===== src/rtl/alu_pkg.sv =====
// ALU operation codes, op legality check and controller FSM encoding
// shared by the ALU-sharing controller and its clients.
package alu_pkg;

   localparam logic [3:0] ALU_AND = 4'd0;
   localparam logic [3:0] ALU_OR  = 4'd1;
   localparam logic [3:0] ALU_ADD = 4'd2;
   localparam logic [3:0] ALU_SUB = 4'd6;
   localparam logic [3:0] ALU_SLT = 4'd7;
   localparam logic [3:0] ALU_NOR = 4'd12;

   typedef enum logic [1:0] {
      IDLE = 2'd0,
      EXEC = 2'd1,
      RESP = 2'd2
   } ctrlStateT;

   // True for op codes the ALU implements; anything else is reported as an error.
   function automatic logic opLegal(input logic [3:0] op);
      case (op)
         ALU_AND, ALU_OR, ALU_ADD, ALU_SUB, ALU_SLT, ALU_NOR: opLegal = 1'b1;
         default:                                             opLegal = 1'b0;
      endcase
   endfunction

endpackage


===== src/rtl/rr_arbiter.sv =====
// Combinational round-robin arbiter: the lowest requesting index at or after
// the pointer wins, wrapping to the lowest requesting index overall.
module rr_arbiter
#(
   parameter int N_REQ = 2,
   parameter int IDX_W = 1
)
(
   input  logic [N_REQ-1:0] req,
   input  logic [IDX_W-1:0] ptr,
   output logic [N_REQ-1:0] grant,
   output logic [IDX_W-1:0] grantIdx,
   output logic             anyReq
);

   localparam logic [N_REQ-1:0] ONE = N_REQ'(1);

   logic [N_REQ-1:0]            geMask;
   logic [N_REQ-1:0]            reqHi;
   logic [N_REQ-1:0]            pick;
   logic [IDX_W-1:0][N_REQ-1:0] idxMask;

   // geMask selects requesters at or after the pointer; idxMask[b] marks
   // the requester numbers whose binary index has bit b set.
   for (genvar gi = 0; gi < N_REQ; gi++) begin : gMask
      assign geMask[gi] = (gi >= int'(ptr));
      for (genvar gb = 0; gb < IDX_W; gb++) begin : gBit
         assign idxMask[gb][gi] = ((gi >> gb) & 1) != 0;
      end
   end

   // Prefer requests at/after the pointer, otherwise wrap; isolate lowest set bit.
   assign reqHi  = req & geMask;
   assign pick   = (|reqHi) ? reqHi : req;
   assign grant  = pick & ~(pick - ONE);
   assign anyReq = |req;

   // One-hot grant to binary index.
   for (genvar gb = 0; gb < IDX_W; gb++) begin : gIdx
      assign grantIdx[gb] = |(grant & idxMask[gb]);
   end

endmodule


===== src/rtl/alu_share_ctrl.sv =====
// Shares one combinational ALU between N_REQ requesters: round-robin grant,
// registered operands, one ALU cycle, registered result held until consumed.
module alu_share_ctrl
   import alu_pkg::*;
#(
   parameter int WIDTH = 32,
   parameter int N_REQ = 2
)
(
   input  logic               clk,
   input  logic               rst_n,
   input  logic [N_REQ-1:0]   req_valid,
   output logic [N_REQ-1:0]   req_ready,
   input  logic [4*N_REQ-1:0] req_op,
   input  logic [WIDTH*N_REQ-1:0] req_a,
   input  logic [WIDTH*N_REQ-1:0] req_b,
   output logic [N_REQ-1:0]   rsp_valid,
   input  logic [N_REQ-1:0]   rsp_ready,
   output logic [WIDTH-1:0]   rsp_data,
   output logic               rsp_zero,
   output logic               rsp_err,
   output logic [3:0]         alu_sel,
   output logic [WIDTH-1:0]   alu_in1,
   output logic [WIDTH-1:0]   alu_in2,
   input  logic [WIDTH-1:0]   alu_out,
   input  logic               alu_zero
);

   localparam int IDX_W = (N_REQ > 1) ? $clog2(N_REQ) : 1;
   localparam logic [N_REQ-1:0] ONE_HOT0 = N_REQ'(1);
   localparam logic [IDX_W-1:0] LAST_IDX = IDX_W'(N_REQ - 1);

   ctrlStateT        stateReg;
   logic [IDX_W-1:0] ptrReg;
   logic [IDX_W-1:0] grantIdxReg;
   logic [3:0]       opReg;
   logic [WIDTH-1:0] aReg;
   logic [WIDTH-1:0] bReg;
   logic [N_REQ-1:0] rspValidReg;
   logic [WIDTH-1:0] rspDataReg;
   logic             rspZeroReg;
   logic             rspErrReg;
   logic             rstMeta;
   logic             rstSyncN;

   logic [N_REQ-1:0] arbGrant;
   logic [IDX_W-1:0] arbIdx;
   logic             arbAny;
   logic             accept;

   logic [3:0]       opArr [N_REQ];
   logic [WIDTH-1:0] aArr  [N_REQ];
   logic [WIDTH-1:0] bArr  [N_REQ];

   // Per-requester views of the packed request buses.
   for (genvar gi = 0; gi < N_REQ; gi++) begin : gSlice
      assign opArr[gi] = req_op[4*gi +: 4];
      assign aArr[gi]  = req_a[WIDTH*gi +: WIDTH];
      assign bArr[gi]  = req_b[WIDTH*gi +: WIDTH];
   end

   rr_arbiter #(
      .N_REQ (N_REQ),
      .IDX_W (IDX_W)
   ) uArb (
      .req      (req_valid),
      .ptr      (ptrReg),
      .grant    (arbGrant),
      .grantIdx (arbIdx),
      .anyReq   (arbAny)
   );

   // Reset asserts immediately but releases two clocks later, synchronously;
   // no request is accepted until the release has propagated.
   always_ff @(posedge clk or negedge rst_n) begin
      if (!rst_n) begin
         rstMeta  <= 1'b0;
         rstSyncN <= 1'b0;
      end else begin
         rstMeta  <= 1'b1;
         rstSyncN <= rstMeta;
      end
   end

   assign accept    = (stateReg == IDLE) && arbAny && rstSyncN;
   assign req_ready = accept ? arbGrant : '0;

   // The ALU sees the latched operands only while executing, zeros otherwise.
   assign alu_sel = (stateReg == EXEC) ? opReg : 4'd0;
   assign alu_in1 = (stateReg == EXEC) ? aReg  : '0;
   assign alu_in2 = (stateReg == EXEC) ? bReg  : '0;

   assign rsp_valid = rspValidReg;
   assign rsp_data  = rspDataReg;
   assign rsp_zero  = rspZeroReg;
   assign rsp_err   = rspErrReg;

   // Transaction FSM: accept and latch, run the ALU for one cycle, hold the response.
   always_ff @(posedge clk or negedge rst_n) begin
      if (!rst_n) begin
         stateReg    <= IDLE;
         ptrReg      <= '0;
         grantIdxReg <= '0;
         opReg       <= 4'd0;
         aReg        <= '0;
         bReg        <= '0;
         rspValidReg <= '0;
         rspDataReg  <= '0;
         rspZeroReg  <= 1'b0;
         rspErrReg   <= 1'b0;
      end else begin
         case (stateReg)
            IDLE: begin
               if (accept) begin
                  grantIdxReg <= arbIdx;
                  opReg       <= opArr[arbIdx];
                  aReg        <= aArr[arbIdx];
                  bReg        <= bArr[arbIdx];
                  ptrReg      <= (arbIdx == LAST_IDX) ? '0 : arbIdx + 1'b1;
                  stateReg    <= EXEC;
               end
            end
            EXEC: begin
               // Illegal ops report a zero result regardless of what the ALU returns.
               if (opLegal(opReg)) begin
                  rspDataReg <= alu_out;
                  rspZeroReg <= alu_zero;
               end else begin
                  rspDataReg <= '0;
                  rspZeroReg <= 1'b1;
               end
               rspErrReg   <= !opLegal(opReg);
               rspValidReg <= ONE_HOT0 << grantIdxReg;
               stateReg    <= RESP;
            end
            RESP: begin
               if (rsp_ready[grantIdxReg]) begin
                  rspValidReg <= '0;
                  stateReg    <= IDLE;
               end
            end
            default: stateReg <= IDLE;
         endcase
      end
   end

endmodule


===== config.mk =====
export PLATFORM = sky130hd
export DESIGN_NAME = alu_share_ctrl
export DESIGN_NICKNAME = d
export VERILOG_FILES = /design/src/rtl/alu_pkg.sv /design/src/rtl/rr_arbiter.sv /design/src/rtl/alu_share_ctrl.sv
export SDC_FILE = /design/constraint.sdc
export NUM_CORES = 1
export LEC_CHECK = 0
export CORE_AREA = 2 2 120 122
export DETAILED_ROUTE_END_ITERATION = 10
export DIE_AREA = 0 0 122 124
export GPL_ROUTABILITY_DRIVEN = 1
export PLACE_DENSITY = 0.84
export SYNTH_ARGS = -nofsm -noshare
export SYNTH_HDL_FRONTEND = slang
export SYNTH_HIERARCHICAL = 1
export SYNTH_SLANG_ARGS = --single-unit

===== constraint.sdc =====
create_clock -name clk -period 1.8 [get_ports clk]
set_clock_uncertainty 0.15 [all_clocks]
set_input_delay 0.36 -clock clk [delete_from_list [all_inputs] [get_ports clk]]
set_output_delay 0.36 -clock clk [all_outputs]
set_load 0.02 [all_outputs]

==> results of run 1 <==
==> power groups by stage <==
stage               clock (mW)  sequential [mW]  combinational [mW]
finish                    2.19             4.64                8.70
global route              2.33             4.76                9.21
CTS                       2.22             4.29                7.45
detailed placement           0             4.29                6.17
global placement             0             4.21                6.05
floorplan                    0             4.63                2.99
==> path summary, 6_finish.rpt <==
| path | start | end | slack, ns | cells after the start |
|---|---|---|---|---|
| worst min register to register | rstMeta$_DFF_PN0_ | rstSyncN$_DFF_PN0_ | 0.20 | 0 |
| worst min-delay path | rstMeta$_DFF_PN0_ | rstSyncN$_DFF_PN0_ | 0.20 | 0 |
| worst max-delay path | stateReg[0]$_DFFE_PN0P_ | alu_in2[3] | -0.29 | 5 |
| min in group asynchronous | rst_n | rsp_zero$_DFFE_PN0P_ | 0.21 | 2 |
| max in group asynchronous | rst_n | rsp_data[28]$_DFFE_PN0P_ | 0.80 | 3 |
| worst max register to register | stateReg[1]$_DFFE_PN0P_ | opReg[1]$_DFFE_PN0P_ | -0.22 | 9 |
==> critical path, delay by kind of cell, from the launching register on <==
family        cells  cell delay, ns
buf+inv           3            0.47
flops             1            0.40
simple gates      2            0.34
==> timing repair <==
item | CTS | global route
pin swaps | 17 | 11
resized for setup | 472 | 251
hold buffers | 1 | 0
buffers inserted | 15 | 12
gates cloned | 17 | 9
setup endpoints to repair | 167 | 176
endpoints found under the hold margin | 110 | 0
==> final cells by class <==
| type | instances | area [sq um] | share of cell area (%) |
|---|---|---|---|
| timing repair buffer | 354 | 4269 | 39.63 |
| multi-input combinational | 402 | 3188 | 29.60 |
| sequential | 110 | 2754 | 25.57 |
| clock buffer | 10 | 239.0 | 2.219 |
| tap | 180 | 225.2 | 2.091 |
| clock inverter | 6 | 85.08 | 0.7899 |
| inverter | 3 | 11.26 | 0.1045 |
==> routing by layer <==
metal | wire length [um] | part of all wire (%)
met2 | 11370 | 54
met4 | 465 | 2.2
met1 | 7777 | 37
met5 | 0 | 0
met3 | 1442 | 6.8
==> flip-flops by register name, indices dropped and copies added (netlist names) <==
signal       cells
rstSyncN         1
grantIdxReg      1
opReg            4
rsp_data        32
rsp_valid        2
aReg            32
rstMeta          1
rsp_zero         1
bReg            32
rsp_err          1
ptrReg           1
stateReg         2
==> logic make-up (layout without fill, tap and decap cells) <==
logic type	after synthesis	after routing	synth area share [%]
and+or+nand+nor	223	223	19.97
DFF	110	110	50.32
AOI/OAI and AO/OA	108	108	11.57
muxes	70	70	12.83
buffers and inverters	47	373	5.238
other	1	1	0.06855
==> per-stage QoR <==
stage / setup slack (ns) / util, %
final: -0.2869 / 78.51
after global routing: -0.3708 / 78.51
after CTS: -0.2583 / 71.41
after detailed placement: -0.7115 / 62.44
after global placement: -0.7164 / 62.44
after floorplan: 0.007309 / -
==> placed cells by master (no fill, tap or decap), types with 18 or more instances in the layout <==
master           instances
buf_6                   76
nor2_4                  51
nand2_1                 69
clkbuf_16               18
clkdlybuf4s50_1        173
buf_12                  22
and2_4                  63
buf_4                   20
dlymetal6s2s_1          36
mux2i_1                 67
a21oi_1                 43
a21oi_2                 59
dfrtp_1                109
==> results.md, run 1 <==
- Outcome: finished with violations
- Failing checks: negative setup slack
- ANT cells: 0
- Clock Tree Buf Depth: 2
- Vias/cell: 5.114
- GRT Max-Usage Layer: met2
- Initial antenna violation count: 0
- Synthesis Warnings: 6
- Final min period: about 2.1 ns
- Layout cells sized above 1: about two fifths
- Setup TNS: -25.76 ns
- Post-placement cell area: 8567 sq um
- Commonest cells in the synthesized netlist: dfrtp_1, a21oi_1, and2_1
- Layout area overhead: 96.91%
- Final cell count without fillers: ~1,100
- Fin Hold WS: around 0.20 ns
- Post-Syn Instances: ~560
- Synth cell types: 30
- Asr flop ratio synth: between 90% and 100%
- Post-route cell area: approximately 11,000 sq um
- RSZ-0062 raised after global routing: yes
- Setup violators final: roughly 140
- Met3 Resource Use GR: ~5.7%
- Period utilization: 115.9%
- Vias in the first global route: between 5,000 and 6,000
- Max Freq: 479.2 MHz
- Count leader, synth: dfrtp_1
- Max Cap Viol: 0
- Layout fillers: 813
- Clock-pin slew on the worst setup and hold paths: about 0.070 ns
- Worst Setup Start Kind: register
- Top area cells in the synthesized netlist: dfrtp_1, mux2i_1, and2_1, a21oi_1, nand2_1
- P_sw: 5.965 mW
- I/O pin cnt: approximately 280
- Post-synth top area share: 50.32%
- Core ar.: around 14,000 sq um
- WS Path Type: register to output port
- Vias: 5,446
- Critical Path RT: 1.29 ns
- Iter 0 DRT Violations: just under 200
- Worst Hold Class: register to register
- Synth Area per Inst: just under 10 sq um
- Leak: roughly 5 nW
- Syn nets: ~730
- Slowest CP cell: dfrtp_1
- Die width: roughly 120 um
- Routed WL per cell: approximately 20 um
- Detailed placer's ending HPWL: between 10,000 and 15,000 um
- First-pass detailed-route iteration total: 4
- Critical Path End Type: output port
- Post-layout nets: ~1,100
- Pwr dens: approximately 1400 nW/um^2
- Final hold viol count: 0
- CP Max Fanout: 11
- Switching Share: around two fifths
- Post-route setup slack: -0.2869 ns
- Synthesized flop and latch total: 110
- Max-slew violations: 0
- Final RePlAce weighted congestion: 0.8017
- P_int: between 9 and 10 mW
- Root Driver: clkbuf_16
- First-pass GRT wire length: roughly 27,000 um
- Initial Utilization: around two fifths
- Cells along the critical path: nor2b_4 -> buf_12 -> clkbuf_16 -> and2_4 -> buf_6
- Antenna viol nets, final: 0
- CTS Buf Count: 9
- Overall Power: about 16 mW
- Met1 Use GR: a little over a quarter
- Register area share after synthesis: about 50%
- CTS sink cnt: 110
- Grt total ovfl: 0
- Residual DRC: 0
- Area leader, netlist: dfrtp_1
- Overall routing resource usage: 23.70%
- Final WL: 21,050 um
- Site row count: 43
- Grt met2 use: around 43%
- Max VDD drop: approximately 0.67 mV
- IO Port Bufs: between 200 and 300
- CP Data Arrival Time: 1.58 ns
- TritonCTS clock tree: yes
- Clock share of power: between 10% and 20%
- Placed cells: 1,003
- Synthesized area: roughly 5500 sq um
- Worst-Skew Late Latency: roughly 0.35 ns
- CTS H-tree lvls: 3
- Largest net degree at the start of global routing: between 50 and 60
- Sequential fraction of design power: 29.9%
- Die area: roughly 15,000 sq um
- Number of synthesized flops with an enable pin: 0
- Worst path max stage delay: 0.40 ns
- Comb power frac: 56.0%
- Die H: around 120 um
- Synth Flop Type: dfrtp_1
Power figures use the tool's default switching activity.
==> inputs of run 2 (changes only) <==
--- a/config.mk
+++ b/config.mk
@@ -5,11 +5,13 @@
 export SDC_FILE = /design/constraint.sdc
 export NUM_CORES = 1
 export LEC_CHECK = 0
+export CAP_MARGIN = 20
 export CORE_AREA = 2 2 120 122
 export DETAILED_ROUTE_END_ITERATION = 10
 export DIE_AREA = 0 0 122 124
 export GPL_ROUTABILITY_DRIVEN = 1
 export PLACE_DENSITY = 0.84
+export RECOVER_POWER = 50
 export SYNTH_ARGS = -nofsm -noshare
 export SYNTH_HDL_FRONTEND = slang
 export SYNTH_HIERARCHICAL = 1
==> run 2 against run 1 <==
The flow still finishes with violations (negative setup slack). Register-to-register slack barely moved. Die area did not move. Final cell count did not move. Hold slack improved by 0.0052 ns. Utilization fell by 0.21 points. Final area fell by 0.27%. Critical path depth did not move. Fmax rose by 0.14%. Total power barely moved. Largest power group unchanged. Highest routed layer unchanged.
==> results.md, run 2 (same netlist as run 1, synthesis figures left out) <==
- Outcome: finished with violations
- Failing checks: negative setup slack
- Final RePlAce weighted congestion: 0.8017 (unchanged)
- Most frequent cells in the layout: clkdlybuf4s50_1, dfrtp_1, buf_6
- Slew of the pin with the lowest slew margin: slightly below 0.8 ns
- Vias in the first global route: 5,186 (unchanged)
- Critical Path End Type: output port
- Clock-pin slew on the worst setup and hold paths: 0.07 ns (about the same)
- Post-layout nets: 1,055 (unchanged)
- Max Cap Viol: 0 (unchanged)
- CTS Buf Count: 9 (unchanged)
- Die area: 15,130 sq um (unchanged)
- Largest net degree at the start of global routing: 58 (unchanged)
- Max Freq: 479.9 MHz (+0.14%)
- Residual DRC: 0 (unchanged)
- Max-slew headroom: between 40% and 50%
- Critical Path RT: 1.29 ns (about the same)
- TritonCTS clock tree: yes
- Layout area overhead: 96.39%
- Vias/cell: 5.106 (-0.15%)
- Worst path max stage delay: 0.40 ns (about the same)
- Worst Hold Class: register to register
- Final WL: 21,060 um (about the same)
- CTS H-tree lvls: 3 (unchanged)
- Buf/Inv on CP: 3 (unchanged)
- Final core occ: 78.30% (-0.21 points)
- Iter 0 DRT Violations: 218 (+11%)
- First-pass detailed-route iteration total: 4 (unchanged)
- Initial Utilization: 39.87% (unchanged)
- Initial antenna violation count: 0 (unchanged)
- CP Max Fanout: 11 (unchanged)
- P_sw: 5.976 mW (+0.18%)
- Clock share of power: 14.2% (about the same)
- Largest delay share family, worst path: buffers and inverters
- Grt total ovfl: 0 (unchanged)
- Slowest CP cell: dfrtp_1
- Routed WL per cell: 19.77 um (about the same)
- WS Path Type: register to output port
- Overall routing resource usage: 23.70% (unchanged)
- Final cell count without fillers: 1,065 (unchanged)
- ANT cells: 0 (unchanged)
- Fin Hold WS: 0.2084 ns (+0.005187 ns)
- Root Driver: clkbuf_16
- Post-placement cell area: 8567 sq um (unchanged)
- Sequential fraction of design power: 29.9% (about the same)
- Switching Share: 38.49% (+0.062 points)
- Post-route setup slack: -0.2839 ns (+0.002965 ns)
- Max VDD drop: 0.6690 mV (about the same)
- Layout cells sized above 1: 39.66% (-0.11 points)
- Final min period: 2.084 ns (-0.002965 ns)
- First-pass GRT wire length: 27,330 um (unchanged)
- Setup violators final: 136 (unchanged)
- I/O pin cnt: 281 (unchanged)
- Vias: 5,438 (-0.15%)
- CP Data Arrival Time: 1.57 ns (about the same)
- Comb power frac: 56.0% (about the same)
- Leak: 4.979 nW (-0.26%)
- Final hold viol count: 0 (unchanged)
- Commonest non-fill, non-tap cell in the layout: clkdlybuf4s50_1
- P_int: 9.552 mW (about the same)
- CTS sink cnt: 110 (unchanged)
- RSZ-0062 raised after global routing: yes
- Worst-Skew Late Latency: 0.35 ns (about the same)
- Core ar.: 13,720 sq um (unchanged)
- Detailed placer's ending HPWL: 11,730 um (unchanged)
- Die H: 124 um (unchanged)
- Overall Power: 15.53 mW (about the same)
- Clock Tree Buf Depth: 2 (unchanged)
- Cells along the critical path: nor2b_4 -> buf_12 -> clkbuf_16 -> and2_4 -> buf_6
- Site row count: 43 (unchanged)
- Die width: 122 um (unchanged)
- Antenna viol nets, final: 0 (unchanged)
- Max-slew violations: 0 (unchanged)
- IO Port Bufs: 280 (unchanged)
- Period utilization: 115.8% (-0.16 points)
- Worst Setup Start Kind: register
- Pwr dens: 1445 nW/um^2 (+0.29%)
- Placed cells: 1,003 (unchanged)
- Reg2Reg Setup Slack: -0.22 ns (about the same)
- Post-route cell area: 10,740 sq um (-0.27%)
==> run 2: power groups by stage <==
stage / Sequential [mW] / Clock [mW] / Combinational [mW]
2_1_floorplan: 4.63 / 0 / 2.99
3_3_place_gp: 4.21 / 0 / 6.05
3_5_place_dp: 4.29 / 0 / 6.17
4_1_cts: 4.29 / 2.22 / 7.45
5_1_grt: 4.76 / 2.33 / 9.20
6_report: 4.64 / 2.20 / 8.69
==> run 2: final cells by class <==
type | instances | area (sq um)
inverter | 3 | 11.26
timing repair buffer | 354 | 4240
fill | 818 | 2977
tap | 180 | 225.2
clock inverter | 6 | 85.08
multi-input combinational | 402 | 3188
sequential | 110 | 2754
clock buffer | 10 | 239.0
==> run 2: timing repair <==
action,4_1_cts,5_1_grt
setup endpoints to repair,167,176
endpoints found under the hold margin,110,0
buffers inserted,15,12
hold buffers,1,0
resized for setup,472,251
gates cloned,17,9
pin swaps,17,11
==> run 2: metal layers <==
layer	vias to the layer above	share of wire, %	global-route usage [%]
li1	2495	-	-
met1	2667	37	27.17
met2	238	54	43.16
met3	38	6.3	5.723
met4	0	2.3	8.261
met5	-	0	0
==> run 2: worst reg2reg max path, cell delays in order, from the launching register on <==
cell and delay [ns]:
dfrtp_2 0.44, buf_6 0.13, nor4bb_4 0.31, buf_4 0.18, buf_12 0.14, buf_12 0.12, buf_12 0.12, buf_16 0.15
nor2_4 0.04, a21oi_1 0.16
==> run 2: final timing paths <==
kind,startpoint,to,cells past startpoint
hold / removal,rstMeta$_DFF_PN0_,rstSyncN$_DFF_PN0_,0
min in group asynchronous,rst_n,rsp_zero$_DFFE_PN0P_,2
setup reg to reg,stateReg[1]$_DFFE_PN0P_,opReg[1]$_DFFE_PN0P_,9
hold reg to reg,rstMeta$_DFF_PN0_,rstSyncN$_DFF_PN0_,0
setup / recovery,stateReg[0]$_DFFE_PN0P_,alu_in2[3],5
max in group asynchronous,rst_n,stateReg[1]$_DFFE_PN0P_,3
==> run 2: per-stage QoR <==
| step | setup WS [ns] | TNS [ns] |
|---|---|---|
| 6_report | -0.2839 | -25.40 |
| 5_1_grt | -0.3708 | -37.42 |
| 4_1_cts | -0.2583 | -24.59 |
| 3_5_place_dp | -0.7115 | -57.86 |
| 3_3_place_gp | -0.7164 | -55.76 |
| 2_1_floorplan | 0.007309 | 0 |
==> inputs of run 3 (changes only) <==
--- a/config.mk
+++ b/config.mk
@@ -6,9 +6,9 @@
 export NUM_CORES = 1
 export LEC_CHECK = 0
 export CAP_MARGIN = 20
-export CORE_AREA = 2 2 120 122
+export CORE_AREA = 2 2 127 116
 export DETAILED_ROUTE_END_ITERATION = 10
-export DIE_AREA = 0 0 122 124
+export DIE_AREA = 0 0 129 118
 export GPL_ROUTABILITY_DRIVEN = 1
 export PLACE_DENSITY = 0.84
 export RECOVER_POWER = 50
==> run 3 against run 2 <==
The flow still finishes with violations (negative setup slack). Die area grew 0.62%. Sequential share of layout area grew 1.0 points. Critical path depth is the same. Wire length shrank 4.3%. Critical path type unchanged. Global-route usage is essentially flat. Non-clock buffer count shrank 2.
==> results.md, run 3 (same netlist as run 1, synthesis figures left out) <==
- Max Freq: 475.1 MHz (-1.0%)
- Root Driver: clkbuf_16
- Routed WL per cell: 18.73 um (-5.3%)
- Clock Tree Buf Depth: 2 (unchanged)
- TritonCTS clock tree: yes
- RSZ-0062 raised after global routing: yes
- Worst setup path startpoint: stateReg[1]$_DFFE_PN0P_
- Final min period: 2.105 ns (+0.02114 ns)
- Max-slew headroom: 63.68% (+15 points)
- First-pass GRT wire length: 27,860 um (+1.9%)
- Iter 0 DRT Violations: 264 (+21%)
- Detailed placer's ending HPWL: 11,870 um (+1.2%)
- CTS Buf Count: 9 (unchanged)
- Vias in the first global route: 5,277 (+1.8%)
- Die H: 118 um (-4.8%)
- Max VDD drop: 0.7424 mV (+11%)
- Slowest CP cell: dfrtp_2
- Critical Path End Type: output port
- Worst path max stage delay: 0.44 ns (+0.04 ns)
- Vias: 5,383 (-1.0%)
- Outcome: finished with violations
- CTS H-tree lvls: 3 (unchanged)
- ANT cells: 0 (unchanged)
- Setup violators final: 139 (+2.2%)
- First-pass detailed-route iteration total: 4 (unchanged)
- Antenna viol nets, final: 0 (unchanged)
- Max Cap Viol: 0 (unchanged)
- Initial Utilization: 39.35% (-0.52 points)
- Setup slack at placement: -0.7334 ns (-0.02190 ns)
- Die width: 129 um (+5.7%)
- Commonest non-fill, non-tap cell in the layout: clkdlybuf4s50_1
- Layout cells sized above 1: 32.73% (-6.9 points)
- CTS sink cnt: 110 (unchanged)
- Largest net degree at the start of global routing: 39 (-33%)
- Die area: 15,220 sq um (+0.62%)
- WS Path Type: register to output port
- Vias/cell: 5.003 (-2.0%)
- Layout area overhead: 88.86%
- Reg2Reg Setup Slack: -0.19 ns (+0.03 ns)
- Site row count: 41 (-4.7%)
- Worst min-delay path startpoint: rstMeta$_DFF_PN0_
- Max-slew violations: 0 (unchanged)
- Overall routing resource usage: 23.68% (-0.025 points)
- Critical Path RT: 1.29 ns (about the same)
- CP Max Fanout: 14 (+3)
- Grt total ovfl: 0 (unchanged)
- Post-route setup slack: -0.3050 ns (-0.02114 ns)
- Largest delay share family, worst path: buffers and inverters
- Post-layout nets: 1,053 (-0.19%)
- Worst Hold Class: register to register
- Most frequent cells in the layout: clkdlybuf4s50_1, dfrtp_1, nand2_1
- Cells along the critical path: nor2b_4 -> buf_8 -> buf_12 -> and2_1 -> buf_6
- Core ar.: 13,900 sq um (+1.3%)
- Worst Setup Start Kind: register
- Failing checks: negative setup slack
- Worst-Skew Late Latency: 0.35 ns (about the same)
- Leak: 4.427 nW (-11%)
- Fin Hold WS: 0.2005 ns (-0.007919 ns)
- Final hold viol count: 0 (unchanged)
- Reg2reg start: stateReg[1]$_DFFE_PN0P_
- Final RePlAce weighted congestion: 0.7724 (-3.7%)
- Slew of the pin with the lowest slew margin: 0.5448 ns (-0.2259 ns)
- Overall Power: 14.19 mW (-8.6%)
- Final WL: 20,150 um (-4.3%)
- Residual DRC: 0 (unchanged)
- Clock-pin slew on the worst setup and hold paths: 0.07 ns (about the same)
- IO Port Bufs: 280 (unchanged)
- Pwr dens: 1374 nW/um^2 (-5.0%)
- Buf/Inv on CP: 3 (unchanged)
- Initial antenna violation count: 0 (unchanged)
- I/O pin cnt: 281 (unchanged)
- Final core occ: 74.31% (-4.0 points)
- Period utilization: 116.9% (+1.2 points)
- CP Data Arrival Time: 1.60 ns (+0.03 ns)
==> run 3: cell types whose count changed in the layout (fill, tap and decap cells not counted), moves of 5 or more <==
cell / before / now
mux2i_1: 67 / 57
buf_12: 20 / 15
nor2_2: 6 / 11
and2_4: 63 / 13
clkdlybuf4s15_2: 0 / 14
nor2_4: 51 / 23
nor2_1: 11 / 34
dlymetal6s2s_1: 36 / 0
dlygate4sd2_1: 0 / 37
buf_6: 76 / 58
and2_1: 5 / 57
mux2i_4: 0 / 6
==> run 3: metrics by stage <==
step	instances	cell area [sq um]	TNS [ns]
after floorplan	559	5473	0
after global placement	1018	8571	-56.95
after detailed placement	1018	8571	-60.84
after CTS	1060	9523	-21.99
after global routing	1076	10330	-35.30
final	1076	10330	-24.85
==> run 3: final timing paths <==
path                                            end  cells past startpoint
hold / removal                   rstSyncN$_DFF_PN0_                      0
setup / recovery                        alu_in1[27]                      5
setup reg to reg               bReg[30]$_DFFE_PN0P_                      9
max in group asynchronous  rsp_data[27]$_DFFE_PN0P_                      3
hold reg to reg                  rstSyncN$_DFF_PN0_                      0
min in group asynchronous      bReg[11]$_DFFE_PN0P_                      2
==> run 3: routing by layer <==
metal  vias to the layer above  global-route usage [%]  share of wire (%)
met5                         -                       0                  0
met4                         0                   6.250                1.9
met3                        27                   8.273                8.3
met2                       233                   42.16                 52
met1                      2620                   26.73                 38
li1                       2503                       -                  -
==> run 3: power breakdown <==
part           internal [mW]  leakage (nW)  total [mW]  switching, mW
logic                   3.97          3.01        7.89           3.92
registers               3.63          1.28        4.39          0.755
clock network          0.958         0.137        1.92          0.963
total                   8.56          4.43        14.2           5.64
==> run 3: layout make-up <==
cell class                      count  area [sq um]
Timing Repair Buffer              352          4059
Tap cell                          193         241.5
Multi-Input combinational cell    402          2983
Clock inverter                      7         56.30
Sequential cell                   110          2755
Clock buffer                        9         225.2
Fill cell                         924          3571
Inverter                            3         11.26
==> run 3: worst reg2reg max path, stage by stage, from the launching register on <==
cell      delay [ns]
dfrtp_2         0.44
buf_6           0.13
nor4bb_4        0.33
buf_4           0.18
buf_12          0.13
buf_12          0.13
buf_12          0.13
buf_16          0.14
nor2_4          0.04
a21oi_1         0.10
==> run 3: repair_timing <==
| item | 4_1_cts | 5_1_grt |
|---|---|---|
| gates resized for setup | 449 | 140 |
| buffers inserted | 14 | 4 |
| gates cloned | 11 | 16 |
| endpoints found under the setup margin | 176 | 141 |
| endpoints found under the hold margin | 15 | 0 |
| hold buffers | 1 | 0 |
| pin swaps | 1 | 3 |
